===== src/rtl/mdr_mem_if.sv =====
// Memory data register with a request/acknowledge memory port.
// Handles byte/halfword lane formatting for stores and loads, and a wait-cycle timeout.
module mdr_mem_if #(
  parameter int unsigned DATA_W      = 32,
  parameter int unsigned TIMEOUT_CYC = 15
) (
  input  logic              Clk,
  input  logic              Rst_n,
  input  logic              Ld_Bus,
  input  logic [DATA_W-1:0] Bus_In,
  input  logic              Mem_Rd,
  input  logic              Mem_Wr,
  input  logic [1:0]        Size,
  input  logic              Signed,
  input  logic [DATA_W-1:0] Mem_Data_In,
  input  logic              MFC,
  output logic [DATA_W-1:0] Out_MDR,
  output logic [DATA_W-1:0] Mem_Data_Out,
  output logic              MOV,
  output logic              Mem_RW,
  output logic              Busy,
  output logic              Done,
  output logic              Timeout_Err
);

  localparam int unsigned CNT_W = (TIMEOUT_CYC < 1) ? 1 : $clog2(TIMEOUT_CYC + 1);
  localparam logic [CNT_W:0] TO_VAL = (CNT_W + 1)'(TIMEOUT_CYC);

  typedef enum logic [1:0] {IDLE, RD_WAIT, WR_WAIT} state_t;

  state_t            state, state_nxt;
  logic [CNT_W-1:0]  cnt, cnt_nxt;
  logic [CNT_W:0]    cnt_inc;
  logic [1:0]        size_q, size_nxt;
  logic              signed_q, signed_nxt;
  logic [DATA_W-1:0] mdr_nxt, mdo_nxt;
  logic              mov_nxt, rw_nxt, busy_nxt, done_nxt, to_nxt;

  function automatic logic [DATA_W-1:0] store_fmt(input logic [DATA_W-1:0] d,
                                                  input logic [1:0] sz);
    case (sz)
      2'b00:   store_fmt = {(DATA_W / 8){d[7:0]}};
      2'b01:   store_fmt = {(DATA_W / 16){d[15:0]}};
      default: store_fmt = d;
    endcase
  endfunction

  function automatic logic [DATA_W-1:0] load_fmt(input logic [DATA_W-1:0] d,
                                                 input logic [1:0] sz,
                                                 input logic sg);
    case (sz)
      2'b00:   load_fmt = {{(DATA_W - 8){sg & d[7]}}, d[7:0]};
      2'b01:   load_fmt = {{(DATA_W - 16){sg & d[15]}}, d[15:0]};
      default: load_fmt = d;
    endcase
  endfunction

  assign cnt_inc = {1'b0, cnt} + (CNT_W + 1)'(1);

  // Next-state and registered-output logic
  always_comb begin
    state_nxt  = state;
    cnt_nxt    = cnt;
    size_nxt   = size_q;
    signed_nxt = signed_q;
    mdr_nxt    = Out_MDR;
    mdo_nxt    = Mem_Data_Out;
    mov_nxt    = MOV;
    rw_nxt     = Mem_RW;
    busy_nxt   = Busy;
    done_nxt   = 1'b0;
    to_nxt     = 1'b0;
    case (state)
      IDLE: begin
        if (Mem_Rd) begin
          state_nxt  = RD_WAIT;
          cnt_nxt    = '0;
          size_nxt   = Size;
          signed_nxt = Signed;
          mov_nxt    = 1'b1;
          rw_nxt     = 1'b1;
          busy_nxt   = 1'b1;
        end else begin
          if (Ld_Bus) mdr_nxt = Bus_In;
          if (Mem_Wr) begin
            state_nxt  = WR_WAIT;
            cnt_nxt    = '0;
            size_nxt   = Size;
            signed_nxt = Signed;
            mdo_nxt    = store_fmt(Ld_Bus ? Bus_In : Out_MDR, Size);
            mov_nxt    = 1'b1;
            rw_nxt     = 1'b0;
            busy_nxt   = 1'b1;
          end
        end
      end
      RD_WAIT, WR_WAIT: begin
        // MFC takes priority over a timeout landing on the same edge
        if (MFC) begin
          if (state == RD_WAIT) mdr_nxt = load_fmt(Mem_Data_In, size_q, signed_q);
          state_nxt = IDLE;
          mov_nxt   = 1'b0;
          busy_nxt  = 1'b0;
          done_nxt  = 1'b1;
        end else if ((TIMEOUT_CYC != 0) && (cnt_inc == TO_VAL)) begin
          state_nxt = IDLE;
          mov_nxt   = 1'b0;
          busy_nxt  = 1'b0;
          to_nxt    = 1'b1;
        end else begin
          cnt_nxt = cnt_inc[CNT_W-1:0];
        end
      end
      default: begin
        state_nxt = IDLE;
        mov_nxt   = 1'b0;
        busy_nxt  = 1'b0;
      end
    endcase
  end

  always_ff @(posedge Clk or negedge Rst_n) begin
    if (!Rst_n) begin
      state        <= IDLE;
      cnt          <= '0;
      size_q       <= '0;
      signed_q     <= 1'b0;
      Out_MDR      <= '0;
      Mem_Data_Out <= '0;
      MOV          <= 1'b0;
      Mem_RW       <= 1'b0;
      Busy         <= 1'b0;
      Done         <= 1'b0;
      Timeout_Err  <= 1'b0;
    end else begin
      state        <= state_nxt;
      cnt          <= cnt_nxt;
      size_q       <= size_nxt;
      signed_q     <= signed_nxt;
      Out_MDR      <= mdr_nxt;
      Mem_Data_Out <= mdo_nxt;
      MOV          <= mov_nxt;
      Mem_RW       <= rw_nxt;
      Busy         <= busy_nxt;
      Done         <= done_nxt;
      Timeout_Err  <= to_nxt;
    end
  end

endmodule

===== config.mk =====
export PLATFORM = sky130hd
export DESIGN_NAME = mdr_mem_if
export DESIGN_NICKNAME = d
export VERILOG_FILES = /design/src/rtl/mdr_mem_if.sv
export SDC_FILE = /design/constraint.sdc
export NUM_CORES = 1
export LEC_CHECK = 0
export ABC_AREA = 1
export CORE_MARGIN = 2
export CORE_UTILIZATION = 51
export CTS_BUF_LIST = sky130_fd_sc_hd__clkbuf_2 sky130_fd_sc_hd__clkbuf_4 sky130_fd_sc_hd__clkbuf_8
export DETAILED_ROUTE_END_ITERATION = 6
export HOLD_SLACK_MARGIN = 0.03
export PLACE_DENSITY = 0.88
export REMOVE_ABC_BUFFERS = 1
export SYNTH_ARGS = -nofsm -noshare
export SYNTH_HDL_FRONTEND = slang
export SYNTH_SLANG_ARGS = --single-unit

===== constraint.sdc =====
create_clock -name Clk -period 4.4 [get_ports Clk]
set_input_delay 0.44 -clock Clk [delete_from_list [all_inputs] [get_ports Clk]]
set_output_delay 0.44 -clock Clk [all_outputs]
set_load 0.03 [all_outputs]

==> flow_summary.toml <==
[setup_path]
r2r_cells = 9
cpMostUsedCell = "nand2_1"
cp_top_family = "buffers and inverters"
max_stage_delay_ns = 0.97
cp.arrival_ns = 3.58
required_ns = 4.66
rr_endpoint = "Out_MDR[0]"
reg2reg_slack_ns = 1.09
crit_path_start_kind = "register"
critPathBufInv = 3
r2r_start = "state[0]"
crit_type = "register to register"
end_kind = "register"
crit_chain = "inv_1 > ha_1 > inv_2 > nand2_1 > nand2_1 > nor2_4 > buf_4 > o21ai_0 > o22ai_1"
critPathSlowestCell = "ha_1"
cp_max_fo = 45

[timing]
finalCriticalPeriod_ns = 3.31
final-hold-violation-count = 0
setup_violations = 0
fmax_mhz = 302
slew_headroom_pct = 19.3
worst_pin_slew_ns = 1.21
grt_setup_unrepaired = "false"
finClkSkew_ns = 0.0122
maxSlewViolCount = 0
hold_ws_ns = 0.225
period_share_pct = 75.3
finalSetupTns_ns = 0

[routing]
routed_wl_um = 13400
post-route-drc-count = 0
dr_total_vias = 4583
viasPerCell = 5.71
wl_per_cell_um = 16.8
dr.pass1.iters = 5
ant_nets = 0
drt_iter0_markers = 459

[floorplanning]
die_area_um2 = 8940
fp.coreArea_um2 = 8090
row_count = 33
die_h_um = 94.6
start_util_pct = 51.7
dieWidth_um = 94.6
io_pins = 142

[synth]
synth_top_family_by_area = "simple AND/OR/NAND/NOR gates"
yosys.area.top_type = "dfrtp_1"
yosys-top-cells-area = "dfrtp_1 46%, nand2_1 19%, nand3_1 5.6%, o21ai_0 4.2%, nor2_1 3.6%"
syn_inst = 572
synthSimpleGateAreaFrac_pct = 32.2
ys_seq_area_share_pct = 46.1
yosys.area.top_type_share_pct = 46.1
synth_compound_gate_area_share_pct = 13.1
synthAdderAreaFrac_pct = 1.20
synth_xor_area_share_pct = 0
syn_area_um2 = 4180
avgSynthCellArea_um2 = 7.31
ys_warn_count = 0
muxShareOfSynthArea_pct = 0.269
synth_seq_cells = 77
synth_cell_types = 27

[finish]
final_core_util_pct = 71.8
fin_nets = 770
fill_cells = 619
area_growth_pct = 38.9
final_common_cell = "nand2_1"
final_cell_mix = "216 x nand2_1, 140 x clkdlybuf4s50_1, 77 x dfrtp_1"
antenna_cells = 0
drive_above_1_share_pct = 4.16
fin_cells = 802

[pwr]
vdd_drop_max_mv = 0.383
power_density_nw_per_um2 = 843
p_total_w = 0.00490
leakage_nw = 2.76

[place]
placed_cells = 787
place_hpwl_um = 9120
numPortBuffers = 141
place_congestion = 0.952

[clock_network]
root_buffer = "clkbuf_8"
clock_sinks = 77
cts_buffers = 9
cts_max_path_buffers = 2
ctsResizeCount = 0
h-tree-depth = 3
clk_pin_slew_ns = 0.08
post_cts_buffers = 0
cts_tree = "done"
clock_latency_ns = 0.35
cts-hold-fix-buffers = 0

[job]
drv_cap = 0

[grt]
grt_overflow = 0
grt_pass1_wl_um = 21300
grt_max_degree = 78
grt_pass1_vias = 4457
grt_antenna_before_repair = 0
grtUsageTotal_pct = 30.7

[run_status]
status = "finished clean"

[min_path]
hold_class = "input port to asynchronous set/reset pin"
==> synth_stat cells <==
cell type,n
nor2_1,40
nor2_4,1
o21ai_0,35
nand3_1,47
or2_1,5
nand4_1,4
ha_1,4
a21oi_1,18
o211ai_1,14
buf_2,15
or2_0,8
dfrtp_1,77
nor2_2,1
inv_1,29
buf_6,2
nand3_2,1
inv_2,4
o21ai_1,13
clkbuf_2,1
nand2_1,216
o22ai_1,10
a31oi_1,8
mux2_2,1
or2_2,3
buf_4,4
clkbuf_1,9
buf_1,2
==> layer usage <==
| layer | wire length (um) | track usage [%] | vias up |
|---|---|---|---|
| met1 | 5050 | 38.6 | 2100 |
| li1 | - | - | 2102 |
| met2 | 6460 | 51.9 | 330 |
| met5 | 0 | 0 | - |
| met3 | 1430 | 5.83 | 51 |
| met4 | 505 | 13.4 | 0 |
==> stage by stage <==
step,cell area [um2],worst slack [ns]
2_1_floorplan,4010,1.66
3_3_place_gp,5560,1.36
3_5_place_dp,5560,1.21
4_1_cts,5810,1.21
5_1_grt,5810,0.923
6_report,5810,1.09
==> report_power, final <==
part / total [W] / internal [W] / switching [W]
combinational: 0.00291 / 0.00107 / 0.00184
clock: 0.000664 / 0.000404 / 0.000259
sequential: 0.00133 / 0.00106 / 0.000270
total: 0.00490 / 0.00253 / 0.00237
==> cell families (layout without fill, tap and decap cells) <==
kind of cell | count (synthesis) | after routing
AO/OA/AOI/OAI | 98 | 98
adder cells (fa/ha/maj) | 4 | 4
buffers and inverters | 66 | 191
flip-flops | 77 | 77
multiplexers | 1 | 1
AND/OR/NAND/NOR | 326 | 326
==> area by class of cell <==
type / count / area, um2 / area share, %
well taps: 105 / 131 / 2.26
clock inverters: 4 / 95.1 / 1.64
clock buffers: 11 / 151 / 2.61
repair buffers: 143 / 1420 / 24.5
multi-input cells: 429 / 1960 / 33.7
inverters: 33 / 124 / 2.13
flip-flops and latches: 77 / 1930 / 33.2
==> sequential cells by signal, summed over array words and instances (netlist names) <==
register	cells
Mem_Data_Out	32
Mem_RW	1
state	2
cnt	4
Out_MDR	32
Done	1
signed_q	1
Busy	1
size_q	2
Timeout_Err	1
==> worst max path at each step <==
stage | start | end | slack [ns] | depth (start not counted)
6_report | state[0] | Out_MDR[0] | 1.09 | 9
5_1_grt | state[1] | Out_MDR[0] | 0.92 | 9
4_1_cts | state[0] | Out_MDR[0] | 1.21 | 9
3_5_place_dp | Mem_Rd | Mem_Data_Out[24] | 1.21 | 7
3_3_place_gp | Mem_Rd | Mem_Data_Out[27] | 1.36 | 7
2_1_floorplan | state[0] | Out_MDR[11] | 1.66 | 9
Power figures use the tool's default switching activity.
